$ cat config.mk
export PLATFORM = sky130hd
export DESIGN_NAME = imem_loader_flat
export DESIGN_NICKNAME = d
export VERILOG_FILES = /design/src/rtl/imem_loader_if.sv /design/src/rtl/imem_loader.sv /design/src/flat_wrapper.sv
export SDC_FILE = /design/constraint.sdc
export NUM_CORES = 1
export LEC_CHECK = 0
export ABC_AREA = 1
export CAP_MARGIN = 20
export CORE_MARGIN = 4
export CORE_UTILIZATION = 40
export DETAILED_ROUTE_END_ITERATION = 8
export HOLD_SLACK_MARGIN = 0.12
export PLACE_DENSITY = 0.56
export SLEW_MARGIN = 5
export SYNTH_ARGS = -nofsm -noshare
export SYNTH_HDL_FRONTEND = slang
export SYNTH_SLANG_ARGS = --single-unit
$ cat constraint.sdc
create_clock -name clk -period 3.75 [get_ports clk]
set_input_delay 0.5625 -clock clk [delete_from_list [all_inputs] [get_ports clk]]
set_output_delay 0.5625 -clock clk [all_outputs]
set_load 0.005 [all_outputs]
$ cat src/rtl/imem_loader_if.sv
// Byte-stream sink and instruction-RAM write port of the boot loader.
// The master side is the loader: it accepts stream bytes and drives RAM writes.
// The slave side is its environment: the byte source plus the instruction RAM.
interface imem_loader_if #(
    parameter int ADDR_WIDTH = 7
);
    logic                  byte_valid;
    logic [7:0]            byte_data;
    logic                  byte_ready;
    logic                  imem_we;
    logic [ADDR_WIDTH-1:0] imem_addr;
    logic [31:0]           imem_wdata;

    modport master (
        input  byte_valid,
        input  byte_data,
        output byte_ready,
        output imem_we,
        output imem_addr,
        output imem_wdata
    );

    modport slave (
        output byte_valid,
        output byte_data,
        input  byte_ready,
        input  imem_we,
        input  imem_addr,
        input  imem_wdata
    );
endinterface

$ cat src/rtl/imem_loader.sv
// Boot-time instruction memory loader.
// Consumes a little-endian byte stream (16-bit word count, then 4 bytes per
// word), writes each assembled word into the instruction RAM and holds the
// CPU in reset until the whole image has been written.
module imem_loader #(
    parameter int ADDR_WIDTH = 7,
    parameter int BASE_ADDR  = 0
) (
    input  logic          clk,
    input  logic          rstn,
    input  logic          start,
    imem_loader_if.master bus,
    output logic          cpu_rstn,
    output logic          busy,
    output logic          done,
    output logic          err
);

    // Number of words that fit between BASE_ADDR and the top of the RAM.
    localparam int unsigned DEPTH    = 1 << ADDR_WIDTH;
    localparam int unsigned CAPACITY = DEPTH - BASE_ADDR;

    typedef enum logic [2:0] {
        S_IDLE,
        S_HDR0,
        S_HDR1,
        S_DATA,
        S_WRITE,
        S_DONE,
        S_ERR
    } state_t;

    state_t      state;
    state_t      state_nxt;

    logic [7:0]  n_lo;       // low byte of the word count, held until HDR1
    logic [15:0] n_words;    // word count of the current image
    logic [15:0] word_cnt;   // words already written
    logic [1:0]  byte_idx;   // lane of the next data byte
    logic [23:0] shreg;      // lanes 0..2; lane 3 comes straight from the stream
    logic        accept;
    logic [15:0] hdr_n;
    logic        hdr_bad;

    assign accept  = bus.byte_valid && bus.byte_ready;
    assign hdr_n   = {bus.byte_data, n_lo};
    assign hdr_bad = (hdr_n == 16'd0) || (32'(hdr_n) > CAPACITY);

    // State register.
    always_ff @(posedge clk or negedge rstn) begin
        if (!rstn) begin
            state <= S_IDLE;
        end else begin
            state <= state_nxt;
        end
    end

    // Next-state decode.
    always_comb begin
        state_nxt = state;
        unique case (state)
            S_IDLE: begin
                if (start) state_nxt = S_HDR0;
            end
            S_HDR0: begin
                if (accept) state_nxt = S_HDR1;
            end
            S_HDR1: begin
                if (accept) state_nxt = hdr_bad ? S_ERR : S_DATA;
            end
            S_DATA: begin
                if (accept && byte_idx == 2'd3) state_nxt = S_WRITE;
            end
            S_WRITE: begin
                state_nxt = (word_cnt + 16'd1 == n_words) ? S_DONE : S_DATA;
            end
            S_DONE, S_ERR: begin
                if (start) state_nxt = S_HDR0;
            end
            default: state_nxt = S_IDLE;
        endcase
    end

    // State-decoded outputs.
    always_comb begin
        bus.byte_ready = 1'b0;
        bus.imem_we    = 1'b0;
        cpu_rstn       = 1'b0;
        busy           = 1'b0;
        done           = 1'b0;
        err            = 1'b0;
        unique case (state)
            S_HDR0, S_HDR1, S_DATA: begin
                bus.byte_ready = 1'b1;
                busy           = 1'b1;
            end
            S_WRITE: begin
                bus.imem_we = 1'b1;
                busy        = 1'b1;
            end
            S_DONE: begin
                cpu_rstn = 1'b1;
                done     = 1'b1;
            end
            S_ERR: begin
                err = 1'b1;
            end
            default: ;
        endcase
    end

    // Header capture, word assembly and write address/data registers.
    // Address and data are loaded on the last byte of a word, so they are
    // stable throughout WRITE and keep their values afterwards.
    always_ff @(posedge clk or negedge rstn) begin
        if (!rstn) begin
            n_lo           <= '0;
            n_words        <= '0;
            word_cnt       <= '0;
            byte_idx       <= '0;
            shreg          <= '0;
            bus.imem_addr  <= ADDR_WIDTH'(BASE_ADDR);
            bus.imem_wdata <= '0;
        end else begin
            unique case (state)
                S_HDR0: begin
                    if (accept) n_lo <= bus.byte_data;
                end
                S_HDR1: begin
                    if (accept) begin
                        n_words  <= hdr_n;
                        word_cnt <= '0;
                        byte_idx <= '0;
                    end
                end
                S_DATA: begin
                    if (accept) begin
                        unique case (byte_idx)
                            2'd0: shreg[7:0]   <= bus.byte_data;
                            2'd1: shreg[15:8]  <= bus.byte_data;
                            2'd2: shreg[23:16] <= bus.byte_data;
                            default: begin
                                bus.imem_wdata <= {bus.byte_data, shreg};
                                bus.imem_addr  <= ADDR_WIDTH'(BASE_ADDR)
                                                + word_cnt[ADDR_WIDTH-1:0];
                            end
                        endcase
                        byte_idx <= byte_idx + 2'd1;
                    end
                end
                S_WRITE: begin
                    word_cnt <= word_cnt + 16'd1;
                end
                default: ;
            endcase
        end
    end

endmodule

$ cat src/flat_wrapper.sv
// flat-port wrapper written by rule: the top's interface ports become plain ports
module imem_loader_flat 
#(
    parameter int ADDR_WIDTH = 7,
    parameter int BASE_ADDR  = 0
)
  (clk, rstn, start, cpu_rstn, busy, done, err, bus_byte_valid, bus_byte_data, bus_byte_ready, bus_imem_we, bus_imem_addr, bus_imem_wdata);
  imem_loader_if #(.ADDR_WIDTH(ADDR_WIDTH)) bus_i ();
  input  logic clk;
  input  logic rstn;
  input  logic start;
  output logic cpu_rstn;
  output logic busy;
  output logic done;
  output logic err;
  input wire logic [$bits(bus_i.byte_valid)-1:0] bus_byte_valid;
  input wire logic [$bits(bus_i.byte_data)-1:0] bus_byte_data;
  output wire logic [$bits(bus_i.byte_ready)-1:0] bus_byte_ready;
  output wire logic [$bits(bus_i.imem_we)-1:0] bus_imem_we;
  output wire logic [$bits(bus_i.imem_addr)-1:0] bus_imem_addr;
  output wire logic [$bits(bus_i.imem_wdata)-1:0] bus_imem_wdata;
  assign bus_i.byte_valid = bus_byte_valid;
  assign bus_i.byte_data = bus_byte_data;
  assign bus_byte_ready = bus_i.byte_ready;
  assign bus_imem_we = bus_i.imem_we;
  assign bus_imem_addr = bus_i.imem_addr;
  assign bus_imem_wdata = bus_i.imem_wdata;
  imem_loader #(.ADDR_WIDTH(ADDR_WIDTH), .BASE_ADDR(BASE_ADDR)) u_core (.clk(clk), .rstn(rstn), .start(start), .bus(bus_i), .cpu_rstn(cpu_rstn), .busy(busy), .done(done), .err(err));
endmodule
==> summary.md, run 1 <==
| Metric | Value |
|---|---|
| Status | finished, final reports clean |
| Cells after Synth | 549 |
| Sw power | between 1 and 1.5 mW |
| PwrDens | 699 nW/µm² |
| Leak | 2.77 nW |
| First-pass GRT wire length | 18600 µm |
| Vias | approximately 3700 |
| Comb pwr share | 0.322 |
| Width of the die | 118 µm |
| Register area | 2700 µm² |
| Number of port buffers | 56 |
| RSZ-0062 raised after global routing | false |
| Setup violators final | 0 |
| Initial drt markers | 319 |
| Multi-input logic area | around 1900 µm² |
| Sink Count | 108 |
| Seq pwr share | 0.456 |
| HPWL after detailed placement | between 7000 and 8000 µm |
| Post-CTS Resized | 0 |
| Relative slew slack | 0.390 |
| Final Skew | ~0.016 ns |
| Max cap viols | 0 |
| Antenna Nets Post-Route | 0 |
| Number of setup buffers added after CTS | 0 |
| Hold Buf Count CTS | 0 |
| DIE AREA | 14000 µm² |
| Critical path buffers and inverters | 2 |
| Total grt overflow | 0 |
| Maximum VDD drop | 0.333 mV |
| Core Area | between 10000 and 15000 µm² |
| Switching share of total power | 0.357 |
| Clock slew at reported path FFs | 0.08 ns |
| Fin crit share | 0.693 |
| Fraction of layout cells with a size suffix above 1 | 0.0920 |
| P_int | 2.63 mW |
| Critical Path RT | 3.19 ns |
| Vias in the first global route | 3654 |
| Pre-Repair DR Iteration Count | 5 |
| CP endpoint kind | output port |
| Io pins | between 50 and 60 |
| CP max stage cell | clkdlybuf4s50_1 |
| Worst Max-Slew Pin Slew | 0.916 ns |
| Bufs on Longest Clock Path | 2 |
| Core Rows | 40 |
| Synth cell types | 27 |
| Max Fclk | 0.385 GHz |
| Clock Power Share | 0.222 |
| Most used cell, CP | nor2_1 |
| Starting density of the core | 0.407 |
| Final Wtd Congestion | 0.842 |
| Pin count of the biggest net entering global routing | 75 |
| Register area share after synthesis | 0.556 |
| Total routed wirelength | 11000 µm |
| Layout Nets | 621 |
| Area Growth Syn to Fin | 20.2% |
| Final min period | approximately 2.6 ns |
| CTS Buf Count | 9 |
| Die height | roughly 120 µm |
| Clock root cell | clkbuf_16 |
| DRC Markers | 0 |
| DR WL/cell | 14.6 µm |
| YS warnings | 0 |
| Area post-placement | 5560 µm² |
| CTS tree | done |
| Worst skew pair latency | between 0.3 and 0.4 ns |
| Synth Cell Area | between 4000 and 5000 µm² |
| Filler Cell Count | 1149 |
| Hold WC Path Type | input pin to asynchronous set/reset pin |
| Mean Syn Cell Area | 8.86 µm² |
| Setup TNS | 0 ns |
| Vias/cell | between 4 and 5 |
| Crit-path max FO | 10 |
| Htree depth | 3 |
| Worst setup SP type | flop |
| Syn nets | between 500 and 600 |
| # diodes | 0 |
| Synthesized flop and latch total | approximately 110 |
| Hold Fails Final Rpt | 0 |
| Kind of critical path | flop to output port |
| Top delay family on crit path | simple AND/OR/NAND/NOR gates |
| Cell Chain, Critical Path | nor2_1 > inv_1 > nor2_2 > nor2_1 > nand2_1 > clkdlybuf4s50_1 |
| CP max stage delay | 0.49 ns |
| GRT Util Overall | 0.165 |
| Antenna violations before repair | 0 |
| Design Area, Final | 5850 µm² |
| Max-slew violation count | 0 |
| Worst EP arrival | between 2 and 2.5 ns |
area by class of cell:
type	instances	area share
clock buffer	10	0.0392
inverter	61	0.0392
clock inverter	6	0.00963
timing repair buffer	59	0.0993
multi-input combinational	365	0.319
tap	147	0.0315
sequential	108	0.462
through the flow:
step / power (mW) / utilization / setup WS, ns / cells / hold WS (ns)
after floorplan: 2.69 / - / 2.07 / 549 / 0.267
after global routing: 4.45 / 0.489 / 1.01 / 756 / 0.412
after CTS: 4.13 / 0.489 / 1.11 / 756 / 0.386
after global placement: 3.18 / 0.465 / 1.43 / 740 / 0.463
after detailed placement: 3.20 / 0.465 / 1.39 / 740 / 0.474
final: 4.09 / 0.489 / 1.15 / 756 / 0.332
kinds of logic (layout without fill, tap and decap cells):
group	count (synthesis)	count (layout)	share of synthesized area
muxes	24	24	0.0556
xor gates and xnor gates	2	2	0.00643
AOI/OAI and AO/OA	90	90	0.0965
adders and majority gates	5	5	0.0129
DFF	108	108	0.556
and+or+nand+nor	244	244	0.212
buffers and inverters	76	136	0.0610
cells in the mapped netlist:
cell type,count,area share
clkbuf_1,10,0.0077
nor2_2,2,0.0026
buf_4,2,0.0031
o21ai_0,71,0.073
nand2_4,1,0.0023
nand2_2,3,0.0039
mux2_1,2,0.0046
nand2_1,163,0.13
inv_1,58,0.045
inv_2,3,0.0023
a21oi_1,2,0.0021
a31oi_1,1,0.0013
o21ai_1,3,0.0031
o21bai_1,1,0.0015
ha_1,5,0.013
o22ai_1,12,0.015
nor2_4,4,0.0093
nand3_1,26,0.027
dfrtp_1,108,0.56
mux2_2,22,0.051
xnor3_1,1,0.0046
nor2_1,32,0.025
nor4_1,3,0.0039
buf_2,3,0.0031
nand4_1,8,0.010
xor2_1,1,0.0018
or2_2,2,0.0026
power groups by stage:
| stage | Sequential [mW] | Clock (mW) | Combinational [mW] |
|---|---|---|---|
| 3_3_place_gp | 1.87 | 0 | 1.30 |
| 2_1_floorplan | 1.81 | 0 | 0.877 |
| 5_1_grt | 1.92 | 0.988 | 1.54 |
| 4_1_cts | 1.86 | 0.935 | 1.33 |
| 6_report | 1.86 | 0.909 | 1.32 |
| 3_5_place_dp | 1.88 | 0 | 1.32 |
cell usage in the layout, fill, tap and decap left out, drive strengths merged:
cell type / instances
nand3: 26
nor4: 3
buf: 4
a21oi: 2
nand2: 167
xor2: 1
mux2: 24
nor2: 38
dfrtp: 108
o21bai: 1
clkdlybuf4s50: 55
inv: 64
clkinv: 3
clkbuf: 10
a31oi: 1
ha: 5
xnor3: 1
or2: 2
o21ai: 74
nand4: 8
o22ai: 12
routing by layer:
metal  track usage  up-vias  share of wire
met5             0        -              0
met4        0.0418        0          0.011
met3        0.0421        9          0.038
met2         0.265       90           0.47
met1         0.223     1673           0.48
li1              -     1879              -
flip-flops by register name (all words and copies together), names as in the netlist:
signal and flops:
u_core.n_words 16, u_core.bus.imem_addr 7, u_core.n_lo 8, u_core.shreg 24, u_core.word_cnt 16, u_core.state 3, u_core.bus.imem_wdata 32, u_core.byte_idx 2
final timing paths:
path                                                           from                             endpoint  slack [ns]  cells past startpoint
worst max-delay path                    u_core.state[1]$_DFFE_PN0P_                                 busy        1.15                      6
worst min-delay path                                           rstn  u_core.bus.imem_addr[2]$_DFFE_PN0P_        0.33                      1
worst max register to register       u_core.word_cnt[0]$_DFFE_PN0P_          u_core.state[1]$_DFFE_PN0P_        1.63                     14
worst min register to register  u_core.bus.imem_addr[3]$_DFFE_PN0P_  u_core.bus.imem_addr[3]$_DFFE_PN0P_        0.49                      2
max in group asynchronous                                      rstn         u_core.shreg[19]$_DFFE_PN0P_        2.58                      2
min in group clk                u_core.bus.imem_addr[3]$_DFFE_PN0P_  u_core.bus.imem_addr[3]$_DFFE_PN0P_        0.49                      2
Power figures use the tool's default switching activity.
==> inputs of run 2 (changes only) <==
- PLACE_DENSITY: 0.56 -> 0.59
- clock period: 3.75 -> 2.3 ns (I/O delays scaled with it)
==> run 2 against run 1 <==
Combinational power grew 67%. Sequential share of layout area shrank 0.43 points. Critical path type unchanged. Core utilization grew 0.46 points. Register-to-register slack lost 1.3 ns. Sequential power grew 64%. Clock-buffer cell count is the same. Final cell count grew 0.40%. Critical path depth is the same. Clock skew shrank 0.010 ns. Routed wire length grew 3.1%.
==> summary.md, run 2 (synthesis gave the netlist of run 1 again) <==
| Metric | Value |
|---|---|
| Status | finished, final reports clean |
| First-pass GRT wire length | 19200 µm (+3.0%) |
| Top reg by flops | u_core.bus.imem_wdata |
| RSZ-0062 raised after global routing | false |
| P_int | 4.41 mW (+68%) |
| Critical path buffers and inverters | 2 (unchanged) |
| HPWL after detailed placement | 8160 µm (+5.7%) |
| Fin crit share | 0.921 |
| Vias | 3769 (+3.2%) |
| Area post-placement | 5590 µm² (+0.50%) |
| Htree depth | 3 (unchanged) |
| Antenna violations before repair | 0 (unchanged) |
| Largest register FFs | 32 (unchanged) |
| Worst skew pair latency | 0.35 ns (about the same) |
| Leak | 2.79 nW (+0.85%) |
| Switching share of total power | 0.354 (-0.00311) |
| Design Area, Final | 5900 µm² (+0.94%) |
| DIE AREA | 14000 µm² (unchanged) |
| CTS Buf Count | 9 (unchanged) |
| Bufs on Longest Clock Path | 2 (unchanged) |
| Io pins | 57 (unchanged) |
| Hold WC Path Type | input pin to asynchronous set/reset pin |
| Top delay family on crit path | buffers and inverters |
| Kind of critical path | flop to output port |
| Max-slew violation count | 0 (unchanged) |
| Most used cell, CP | nor2_1 |
| Antenna Nets Post-Route | 0 (unchanged) |
| PwrDens | 1160 nW/µm² (+65%) |
| Max Fclk | 0.472 GHz |
| Total routed wirelength | 11400 µm (+3.1%) |
| Final Skew | 0.00528 ns (-0.0102 ns) |
| Setup violators final | 0 (unchanged) |
| CP max stage delay | 0.49 ns (about the same) |
| # diodes | 0 (unchanged) |
| Cell Chain, Critical Path | nor2_1 > inv_1 > nor2_2 > nor2_1 > nand2_1 > clkdlybuf4s50_1 |
| CTS tree | done |
| Most frequent cells in the layout | nand2_1 (163), dfrtp_1 (108), o21ai_0 (71) |
| Width of the die | 118 µm (unchanged) |
| Layout Nets | 624 (+0.48%) |
| Maximum VDD drop | 0.717 mV (+120%) |
| Core Area | 12000 µm² (unchanged) |
| Die height | 118 µm (unchanged) |
| Vias/cell | 4.97 (+2.8%) |
| Setup WS post-layout | 0.182 ns (-0.969 ns) |
| Pwr Total | 6.83 mW (+67%) |
| R2R Path End | u_core.bus.imem_wdata[4]$_DFFE_PN0P_ |
| Register area | 2700 µm² (unchanged) |
| Vias in the first global route | 3848 (+5.3%) |
| Worst EP arrival | 1.77 ns (-0.27 ns) |
| Fin Hold WS | 0.337 ns (+0.00505 ns) |
| Pre-Repair DR Iteration Count | 4 (-1) |
| Pin count of the biggest net entering global routing | 71 (-5.3%) |
| Relative slew slack | 0.598 (+0.208) |
| Commonest non-fill, non-tap cell in the layout | nand2_1 |
| Flop-to-flop setup slack | 0.32 ns (-1.31 ns) |
| Critical path depth | 6 (unchanged) |
| Total grt overflow | 0 (unchanged) |
| Hold Fails Final Rpt | 0 (unchanged) |
| Clock root cell | clkbuf_16 |
| Final Wtd Congestion | 0.854 (+1.4%) |
| Comb pwr share | 0.324 (+0.002) |
| Core Rows | 40 (unchanged) |
| Area Growth Syn to Fin | 21.3% |
| GRT Util Overall | 0.171 (+0.00668) |
| Initial drt markers | 251 (-21%) |
| Clock Power Share | 0.230 (+0.008) |
| Fraction of layout cells with a size suffix above 1 | 0.0964 (+0.00445) |
| Multi-input logic area | 1870 µm² (+0.13%) |
| Clock slew at reported path FFs | 0.07 ns (about the same) |
| Sink Count | 108 (unchanged) |
| Final min period | roughly 2.1 ns |
| Filler Cell Count | 1153 (+0.35%) |
| Setup TNS | 0 ns (unchanged) |
| CP max stage cell | clkdlybuf4s50_1 |
| Max cap viols | 0 (unchanged) |
| Seq pwr share | 0.446 (-0.010) |
| Crit-path max FO | 5 (-5) |
| Worst Max-Slew Pin Slew | 0.603 ns (-0.313 ns) |
| Starting density of the core | 0.407 (unchanged) |
| Critical Path RT | 1.96 ns (-1.23 ns) |
| Sw power | 2.42 mW (+65%) |
| CP endpoint kind | output port |
| Post-Place Setup Slack | 0.284 ns (-1.10 ns) |
| Cell count of the worst reg-to-reg path | 7 (-7) |
| Worst setup SP type | flop |
| Top flop regs | u_core.bus.imem_wdata: 32 flops, u_core.shreg: 24 flops |
| Worst r2r src | u_core.state[2]$_DFFE_PN0P_ |
| Number of port buffers | 56 (unchanged) |
| DR WL/cell | 15.0 µm (+2.7%) |
| DRC Markers | 0 (unchanged) |
## run 2: worst max path at each step
stage | startpoint | end | slack (ns)
floorplan | u_core.word_cnt[0]$_DFFE_PN0P_ | u_core.state[1]$_DFFE_PN0P_ | 0.62
global placement | bus_byte_valid | u_core.bus.imem_wdata[4]$_DFFE_PN0P_ | 0.34
detailed placement | bus_byte_valid | u_core.bus.imem_wdata[4]$_DFFE_PN0P_ | 0.28
CTS | u_core.state[1]$_DFFE_PN0P_ | busy | 0.15
global route | u_core.word_cnt[0]$_DFFE_PN0P_ | u_core.state[1]$_DFFE_PN0P_ | 0.01
finish | u_core.state[1]$_DFFE_PN0P_ | busy | 0.18
## run 2: layout make-up
type,count,area share
flip-flops and latches,108,0.458
inverters,61,0.0388
clock buffers,10,0.0388
well taps,147,0.0312
repair buffers,62,0.105
multi-input cells,365,0.316
clock inverters,6,0.0121
## run 2: layer usage
metal / vias to the layer above / global-route usage / wire, µm
li1: 1888 / - / -
met1: 1790 / 0.220 / 5210
met2: 74 / 0.277 / 5390
met3: 17 / 0.0498 / 534
met4: 0 / 0.0608 / 245
met5: - / 0 / 0
## run 2: metrics by stage
step,instances,util
6_report,759,0.493
5_1_grt,759,0.493
4_1_cts,759,0.493
3_5_place_dp,742,0.467
3_3_place_gp,742,0.467
2_1_floorplan,549,-
## run 2: what timing repair did
action,CTS,global route
endpoints found under the setup margin,0,1
hold buffers,1,0
hold endpoints to repair,108,0
gates resized for setup,0,1
buffers inserted,0,0
## run 2: power by group through the flow
stage          clock network, mW  registers [mW]  logic, mW
2_1_floorplan                  0            2.95       1.43
3_3_place_gp                   0            3.05       2.16
3_5_place_dp                   0            3.07       2.22
4_1_cts                     1.61            3.05       2.23
5_1_grt                     1.68            3.15       2.54
6_report                    1.57            3.05       2.21
